`src/rtl/uart_pkg.sv`:
```
// Shared types and line levels for the UART transmit path.
package uart_pkg;

    localparam int DATA_BITS = 8;

    localparam logic LINE_IDLE  = 1'b1;
    localparam logic LINE_START = 1'b0;
    localparam logic LINE_STOP  = 1'b1;

    typedef enum logic [2:0] {
        IDLE   = 3'd0,
        START  = 3'd1,
        DATA   = 3'd2,
        PARITY = 3'd3,
        STOP   = 3'd4
    } tx_state_t;

endpackage

```
`src/rtl/uart_baud_cnt.sv`:
```
// Bit-period timer: counts 0..CLKS_PER_BIT-1 while enabled, pulses tick on the last count.
// Held at zero when disabled so each frame starts on a full bit period.
module uart_baud_cnt #(
    parameter int CLKS_PER_BIT = 16
) (
    input  logic clk,
    input  logic rst_n,
    input  logic en,
    output logic tick
);

    localparam int              CW   = $clog2(CLKS_PER_BIT);
    localparam logic [CW-1:0]   LAST = CW'(CLKS_PER_BIT - 1);

    logic [CW-1:0] r_cnt;
    logic          w_last;

    assign w_last = (r_cnt == LAST);
    assign tick   = en && w_last;

    always_ff @(posedge clk) begin
        if (!rst_n) begin
            r_cnt <= '0;
        end else if (!en || w_last) begin
            r_cnt <= '0;
        end else begin
            r_cnt <= r_cnt + 1'b1;
        end
    end

endmodule

```
`src/rtl/uart_tx_ctrl.sv`:
```
// UART transmit sequencer: start, 8 data bits LSB first, optional even parity (UART_TX_PARITY_EN), stop bit(s).
// txd falls one clock after the accepting edge; tx_ready only in IDLE, so frames are at least one idle cycle apart.
module uart_tx_ctrl
    import uart_pkg::*;
#(
    parameter int CLKS_PER_BIT = 16,
    parameter int STOP_BITS    = 1
) (
    input  logic       clk,
    input  logic       rst_n,
    input  logic [7:0] tx_data,
    input  logic       tx_valid,
    output logic       tx_ready,
    output logic       txd,
    output logic       busy,
    output logic       bit_tick
);

    localparam logic [2:0] IDX_LAST  = 3'(DATA_BITS - 1);
    localparam logic       STOP_LAST = (STOP_BITS == 2);

    tx_state_t   r_state, w_state_nxt;
    logic [7:0]  r_shift, w_shift_nxt;
    logic [2:0]  r_idx,   w_idx_nxt;
    logic        r_stop_cnt, w_stop_nxt;
    logic        r_txd,   w_txd_nxt;
    logic        w_tick;
    logic        w_idle;

    assign w_idle   = (r_state == IDLE);
    assign tx_ready = w_idle;
    assign busy     = !w_idle;
    assign txd      = r_txd;
    assign bit_tick = w_tick;

    uart_baud_cnt #(
        .CLKS_PER_BIT (CLKS_PER_BIT)
    ) u_baud (
        .clk   (clk),
        .rst_n (rst_n),
        .en    (!w_idle),
        .tick  (w_tick)
    );

`ifdef UART_TX_PARITY_EN
    logic r_parity;

    // Parity is taken from the byte as accepted, not from the shifting register.
    always_ff @(posedge clk) begin
        if (!rst_n) begin
            r_parity <= 1'b0;
        end else if (w_idle && tx_valid) begin
            r_parity <= ^tx_data;
        end
    end
`endif

    // txd is registered from the next-state line level so it changes exactly on bit boundaries.
    always_comb begin
        w_state_nxt = r_state;
        w_shift_nxt = r_shift;
        w_idx_nxt   = r_idx;
        w_stop_nxt  = r_stop_cnt;
        w_txd_nxt   = r_txd;
        case (r_state)
            IDLE: begin
                w_txd_nxt = LINE_IDLE;
                if (tx_valid) begin
                    w_state_nxt = START;
                    w_shift_nxt = tx_data;
                    w_idx_nxt   = '0;
                    w_stop_nxt  = 1'b0;
                    w_txd_nxt   = LINE_START;
                end
            end
            START: begin
                if (w_tick) begin
                    w_state_nxt = DATA;
                    w_txd_nxt   = r_shift[0];
                end
            end
            DATA: begin
                if (w_tick) begin
                    w_shift_nxt = r_shift >> 1;
                    w_idx_nxt   = r_idx + 1'b1;
                    if (r_idx == IDX_LAST) begin
`ifdef UART_TX_PARITY_EN
                        w_state_nxt = PARITY;
                        w_txd_nxt   = r_parity;
`else
                        w_state_nxt = STOP;
                        w_txd_nxt   = LINE_STOP;
`endif
                    end else begin
                        w_txd_nxt = w_shift_nxt[0];
                    end
                end
            end
`ifdef UART_TX_PARITY_EN
            PARITY: begin
                if (w_tick) begin
                    w_state_nxt = STOP;
                    w_txd_nxt   = LINE_STOP;
                end
            end
`endif
            STOP: begin
                if (w_tick) begin
                    if (r_stop_cnt == STOP_LAST) begin
                        w_state_nxt = IDLE;
                        w_txd_nxt   = LINE_IDLE;
                    end else begin
                        w_stop_nxt = r_stop_cnt + 1'b1;
                    end
                end
            end
            default: begin
                w_state_nxt = IDLE;
                w_txd_nxt   = LINE_IDLE;
            end
        endcase
    end

    always_ff @(posedge clk) begin
        if (!rst_n) begin
            r_state    <= IDLE;
            r_shift    <= '0;
            r_idx      <= '0;
            r_stop_cnt <= 1'b0;
            r_txd      <= LINE_IDLE;
        end else begin
            r_state    <= w_state_nxt;
            r_shift    <= w_shift_nxt;
            r_idx      <= w_idx_nxt;
            r_stop_cnt <= w_stop_nxt;
            r_txd      <= w_txd_nxt;
        end
    end

endmodule

```
`config.mk`:
```
export PLATFORM = sky130hd
export DESIGN_NAME = uart_tx_ctrl
export DESIGN_NICKNAME = d
export VERILOG_FILES = /design/src/rtl/uart_pkg.sv /design/src/rtl/uart_baud_cnt.sv /design/src/rtl/uart_tx_ctrl.sv
export SDC_FILE = /design/constraint.sdc
export NUM_CORES = 1
export LEC_CHECK = 0
export CORE_ASPECT_RATIO = 0.6
export CORE_MARGIN = 1.5
export CORE_UTILIZATION = 26
export DETAILED_ROUTE_END_ITERATION = 12
export SYNTH_ARGS = -nofsm -noshare
export SYNTH_HDL_FRONTEND = slang
export SYNTH_SLANG_ARGS = --single-unit
```
`constraint.sdc`:
```
create_clock -name clk -period 1.5 [get_ports clk]
set_input_delay 0.3 -clock clk [delete_from_list [all_inputs] [get_ports clk]]
set_output_delay 0.3 -clock clk [all_outputs]
set_load 0.1 [all_outputs]
```
==> results of run 1 <==
-- state kept, by name, indices dropped and copies added (netlist names) --
name / cells
r_idx: 3
r_shift: 8
r_state: 3
u_baud.r_cnt: 4
txd: 1
-- logic make-up (layout without fill, tap and decap cells) --
kind of cell,Yosys count,after routing,share of synthesized area (%)
flops,19,19,40.6
buf+inv,10,43,6.68
fa+ha+maj,3,3,4.01
simple gates,44,44,24.4
xor+xnor,2,2,1.87
compound gates,32,32,22.4
-- stage by stage --
stage	cells	area, um2	power [W]	setup slack (ps)
4_1_cts	188	1440	0.00116	-122
2_1_floorplan	110	956	0.000667	-1010
6_report	188	1500	0.00115	-133
5_1_grt	188	1500	0.00120	-175
3_3_place_gp	175	1230	0.000741	-259
3_5_place_dp	175	1230	0.000746	-287
-- layout by cell type, fill, tap and decap left out, drive strengths merged, types with 2 or more instances in the layout --
| cell | synthesis | final |
|---|---|---|
| buf | 5 | 26 |
| nand2 | 19 | 19 |
| dfxtp | 19 | 19 |
| o21ai | 11 | 11 |
| clkdlybuf4s50 | 0 | 9 |
| a31oi | 9 | 9 |
| nand3 | 7 | 7 |
| a21oi | 4 | 4 |
| nor2 | 4 | 4 |
| clkbuf | 2 | 4 |
| inv | 3 | 3 |
| nor3b | 3 | 3 |
| a21boi | 3 | 3 |
| ha | 3 | 3 |
| nor3 | 3 | 3 |
| nand2b | 2 | 2 |
| o22ai | 2 | 2 |
-- final cells by class --
cell class                 instances  area [um2]  share of cell area, %
tap                               45        56.3                   3.76
multi-input combinational         81         616                   41.1
sequential                        19         387                   25.8
inverter                           3        11.3                  0.751
timing repair buffer              36         384                   25.6
clock buffer                       4        45.0                   3.01
-- power by group through the flow --
stage	Combinational [W]	Clock [W]	Sequential, W
after floorplan	0.0000979	0	0.000569
final	0.000238	0.000363	0.000550
after global routing	0.000251	0.000400	0.000553
after detailed placement	0.000189	0	0.000557
after CTS	0.000238	0.000373	0.000546
after global placement	0.000185	0	0.000556
-- worst paths after layout --
kind / endpoint / slack, ps / cells past startpoint
worst min register to register: r_shift[4] / 480 / 2
worst min-delay path: r_shift[4] / 480 / 2
worst max-delay path: tx_ready / -130 / 4
worst max register to register: r_shift[6] / -60 / 6
-- worst max-delay path, stage by stage, from the launching register on --
cell	delay (ps)
dfxtp_2	340
buf_6	110
nor3_4	300
buf_6	150
buf_12	160
-- metal layers --
metal  GRT usage, %  vias up  routed length [um]
li1               -      461                   -
met1           18.5      442                1240
met2           21.0       27                1190
met5              0        -                   0
met3           3.89        6                 113
met4           4.02        0                  37
-- timing repair --
item,CTS,global route
pin swaps,3,2
endpoints found under the setup margin,10,15
gates resized for setup,19,16
buffers inserted,8,1
hold buffers,0,0
cloned,1,0
==> flow_summary.json, run 1 <==
{
  "holdWs_ps": 475,
  "remaining_drc_errors": 0,
  "num_rows": 16,
  "clockBufferDepth": 2,
  "htree_levels": 1,
  "cts-root-buf": "clkbuf_8",
  "place_hpwl_um": 1770,
  "path_clk_slew_ps": 70,
  "crit_path_max_fanout": 4,
  "worstSetupStartpoint": "r_state[2]",
  "finalHoldViolations": 0,
  "cts_buffers": 3,
  "dr_total_vias": 936,
  "setup.worst_path.end_class": "primary output",
  "synth_area_per_cell_um2": 8.52,
  "p_leak_nw": 0.560,
  "firstDrtPassIters": 4,
  "die-width_um": 80.5,
  "layout.nets": 158,
  "peakVddDrop_mv": 0.277,
  "start_util_pct": 28.0,
  "synth.net_count": 124,
  "synth_edf_count": 0,
  "clk-insertion-delay-late_ps": 260,
  "yosysSeqAreaShare_pct": 40.6,
  "grt_antenna_before_repair": 0,
  "grt_pass1_vias": 859,
  "synthTopCellsByCount": "dfxtp_1, nand2_1, a31oi_1",
  "syn_inst": 110,
  "ios": 15,
  "power.internal_w": 0.000831,
  "drt-vias-per-instance": 4.98,
  "p_comb_share_pct": 20.7,
  "syn_to_final_growth_pct": 59.9,
  "slew_headroom_pct": 79.3,
  "period_needed_ps": 1630,
  "die-area_mm2": 0.00399,
  "drv_cap": 0,
  "worst_slack_ps": -133,
  "finalMaxSlewViolations": 0,
  "violations": "negative setup slack",
  "grt-ovfl-total": 0,
  "hold_start": "r_shift[5]",
  "die_h_um": 49.5,
  "numPortBuffers": 14,
  "power.density_mw_per_mm2": 768,
  "drt_wl_total_um": 2580,
  "num_antenna_cells": 0,
  "worstPathRequired_ps": 1200,
  "synth_top_cell_by_area": "dfxtp_1",
  "grt_use_total_pct": 13.6,
  "period_share_pct": 109,
  "core-area_mm2": 0.00334,
  "r2r_start": "r_state[1]",
  "ys_warn_count": 0,
  "drtIter0Drc": 34,
  "cp.arrival_ps": 1330,
  "drive_above_1_share_pct": 36.4,
  "worst_clock_skew_ps": 5.84,
  "synth_area_leaders": "dfxtp_1, nand2_1, a31oi_1",
  "synth_seq_cells": 19,
  "status": "finished, violations left",
  "hold_path_class": "reg2reg",
  "timing.fmax_mhz": 612,
  "yosysUniqueCellTypes": 31,
  "crit_type": "reg2out",
  "final-setup-viol-count": 10,
  "crit_path_start_kind": "flip-flop",
  "final_antenna_net_count": 0,
  "yosys_most_used_dff": "dfxtp_1",
  "rsz0062_at_grt": "yes",
  "yosys.area.top_type_share_pct": 40.6,
  "synth_area_um2": 937,
  "gp_congestion": 0.757,
  "fin_util_pct": 44.8,
  "seqPwrFrac_pct": 47.8,
  "power.switching_fraction_pct": 27.8,
  "grt_pass1_wl_um": 4090,
  "synthArstFlopShare_pct": 0,
  "tightestPinTransition_ps": 302,
  "wl_per_cell_um": 13.7,
  "cts_tree": "built",
  "fin_tns_setup_ps": -601,
  "cts.sinks": 19,
  "grt_max_degree": 15,
  "clockPowerShare_pct": 31.5,
  "p_switching_w": 0.000320,
  "nFillCells": 313
}
No activity file was read; power rests on OpenSTA's default activity.
==> inputs of run 2 (changes only) <==
- CORE_MARGIN: 1.5 -> 3
==> run 2 against run 1 <==
Net effect: flip-flop and latch count is the same; wire length shrank 1.1%; highest routed layer unchanged; register-to-register slack gained 20 ps; the run still ends with negative setup slack left; critical path type unchanged; critical path depth is the same; final cell count grew 1.1%; die area grew 10%.
==> flow_summary.json, run 2 (synthesized netlist as in run 1, its figures left out) <==
{
  "final_antenna_net_count": 0,
  "worst_slack_ps": -132,
  "wl_per_cell_um": 13.4,
  "drive_above_1_share_pct": 35.9,
  "critPathMaxStageDelay_ps": 330,
  "die_h_um": 52.5,
  "rsz0062_at_grt": "yes",
  "grt_antenna_before_repair": 0,
  "largestRegisters": "r_shift: 8 flops, u_baud.r_cnt: 4 flops",
  "setup.worst_path.end_class": "primary output",
  "num_antenna_cells": 0,
  "timing.fmax_mhz": 613,
  "status": "finished, violations left",
  "drtIter0Drc": 50,
  "grt-ovfl-total": 0,
  "cts.sinks": 19,
  "finalHoldViolations": 0,
  "core-area_mm2": 0.00336,
  "dr_total_vias": 924,
  "slew_headroom_pct": 78.3,
  "drt_wl_total_um": 2550,
  "power.density_mw_per_mm2": 790,
  "htree_levels": 1,
  "cts-root-buf": "clkbuf_8",
  "crit_type": "reg2out",
  "gp_congestion": 0.810,
  "seq_area_um2": 384,
  "fin_tns_setup_ps": -418,
  "cp_cell_sequence": "buf_6, nor3_4, buf_6, buf_12",
  "die-width_um": 83.5,
  "crit_path_max_fanout": 4,
  "layout.cells.non_filler": 190,
  "crit_slowest_cell": "dfxtp_2",
  "cts_buffers": 3,
  "period_share_pct": 109,
  "p_leak_nw": 0.565,
  "layout.nets": 160,
  "period_needed_ps": 1630,
  "path_clk_slew_ps": 70,
  "grt_max_degree": 14,
  "crit_top_cell": "buf_6",
  "final_cell_mix": "nand2_1, buf_4, dfxtp_1",
  "largest_reg_flops": 8,
  "regMostFlops": "r_shift",
  "num_rows": 16,
  "firstDrtPassIters": 4,
  "hold_path_class": "reg2reg",
  "grt_pass1_vias": 883,
  "clockBufferDepth": 2,
  "place_hpwl_um": 1730,
  "hold_buffers": 0,
  "final-setup-viol-count": 9,
  "ios": 15,
  "crit_path_start_kind": "flip-flop",
  "worst_clock_skew_ps": 3.13,
  "drv_cap": 0,
  "start_util_pct": 27.9,
  "multi_input_area_um2": 569,
  "clk-insertion-delay-late_ps": 260,
  "drt-vias-per-instance": 4.86,
  "violations": "negative setup slack",
  "final_common_cell": "nand2_1",
  "dp_cells": 176,
  "tightestPinTransition_ps": 318,
  "grt_use_total_pct": 11.9,
  "numPortBuffers": 14,
  "grt_pass1_wl_um": 4040,
  "cp.arrival_ps": 1330,
  "finalMaxSlewViolations": 0,
  "nFillCells": 336,
  "cts_tree": "built",
  "holdWs_ps": 480,
  "die-area_mm2": 0.00438,
  "syn_to_final_growth_pct": 55.0,
  "peakVddDrop_mv": 0.348,
  "worstPathRequired_ps": 1200,
  "remaining_drc_errors": 0
}
==> run 2: changes by cell type in the layout (fill, tap and decap cells not counted), sizes merged <==
cell | previous run | this run
buf | 26 | 28
clkbuf | 4 | 3
clkinv | 0 | 1
==> run 2: path summary, 6_finish.rpt <==
| path | slack (ps) | to | cells after the start | start |
|---|---|---|---|---|
| max | -130 | tx_ready | 4 | r_state[2] |
| min | 480 | r_idx[2] | 2 | r_idx[2] |
| max reg2reg | -40 | r_shift[6] | 6 | r_state[2] |
| min reg2reg | 480 | r_idx[2] | 2 | r_idx[2] |
==> run 2: critical path, delay by kind of cell (launching register included) <==
kind	cells	cell delay [ps]
buf+inv	3	430
flops	1	330
simple gates	1	310
==> run 2: layout make-up <==
type / count / area share (%)
multi-input cells: 81 / 39.2
repair buffers: 38 / 26.5
flip-flops and latches: 19 / 26.4
well taps: 45 / 3.88
clock buffers: 3 / 2.84
inverters: 3 / 0.775
clock inverters: 1 / 0.345
==> run 2: repair_timing <==
| action | 4_1_cts | 5_1_grt |
|---|---|---|
| setup buffers | 9 | 1 |
| pin swaps | 3 | 3 |
| setup endpoints to repair | 9 | 14 |
| gates resized for setup | 16 | 18 |
==> run 2: per-layer routing <==
| metal | share of wire (%) | up-vias | track usage (%) |
|---|---|---|---|
| li1 | - | 464 | - |
| met1 | 50 | 429 | 16.3 |
| met2 | 44 | 27 | 17.6 |
| met3 | 4.9 | 4 | 3.92 |
| met4 | 1.6 | 0 | 4.01 |
| met5 | 0 | - | 0 |
==> run 2: through the flow <==
step / util, % / worst slack [ps] / total power (W) / instance area (um2)
4_1_cts: 41.3 / -112 / 0.00114 / 1390
3_3_place_gp: 36.9 / -276 / 0.000744 / 1240
6_report: 43.2 / -132 / 0.00115 / 1450
5_1_grt: 43.2 / -188 / 0.00120 / 1450
3_5_place_dp: 36.9 / -324 / 0.000747 / 1240
2_1_floorplan: - / -1010 / 0.000667 / 956
==> run 2: report_power, final <==
| part | switching, W | internal (W) | total [W] | leakage (nW) |
|---|---|---|---|---|
| Combinational | 0.000119 | 0.000115 | 0.000233 | 0.382 |
| Clock | 0.000181 | 0.000185 | 0.000367 | 0.0255 |
| Sequential | 0.0000192 | 0.000528 | 0.000547 | 0.157 |
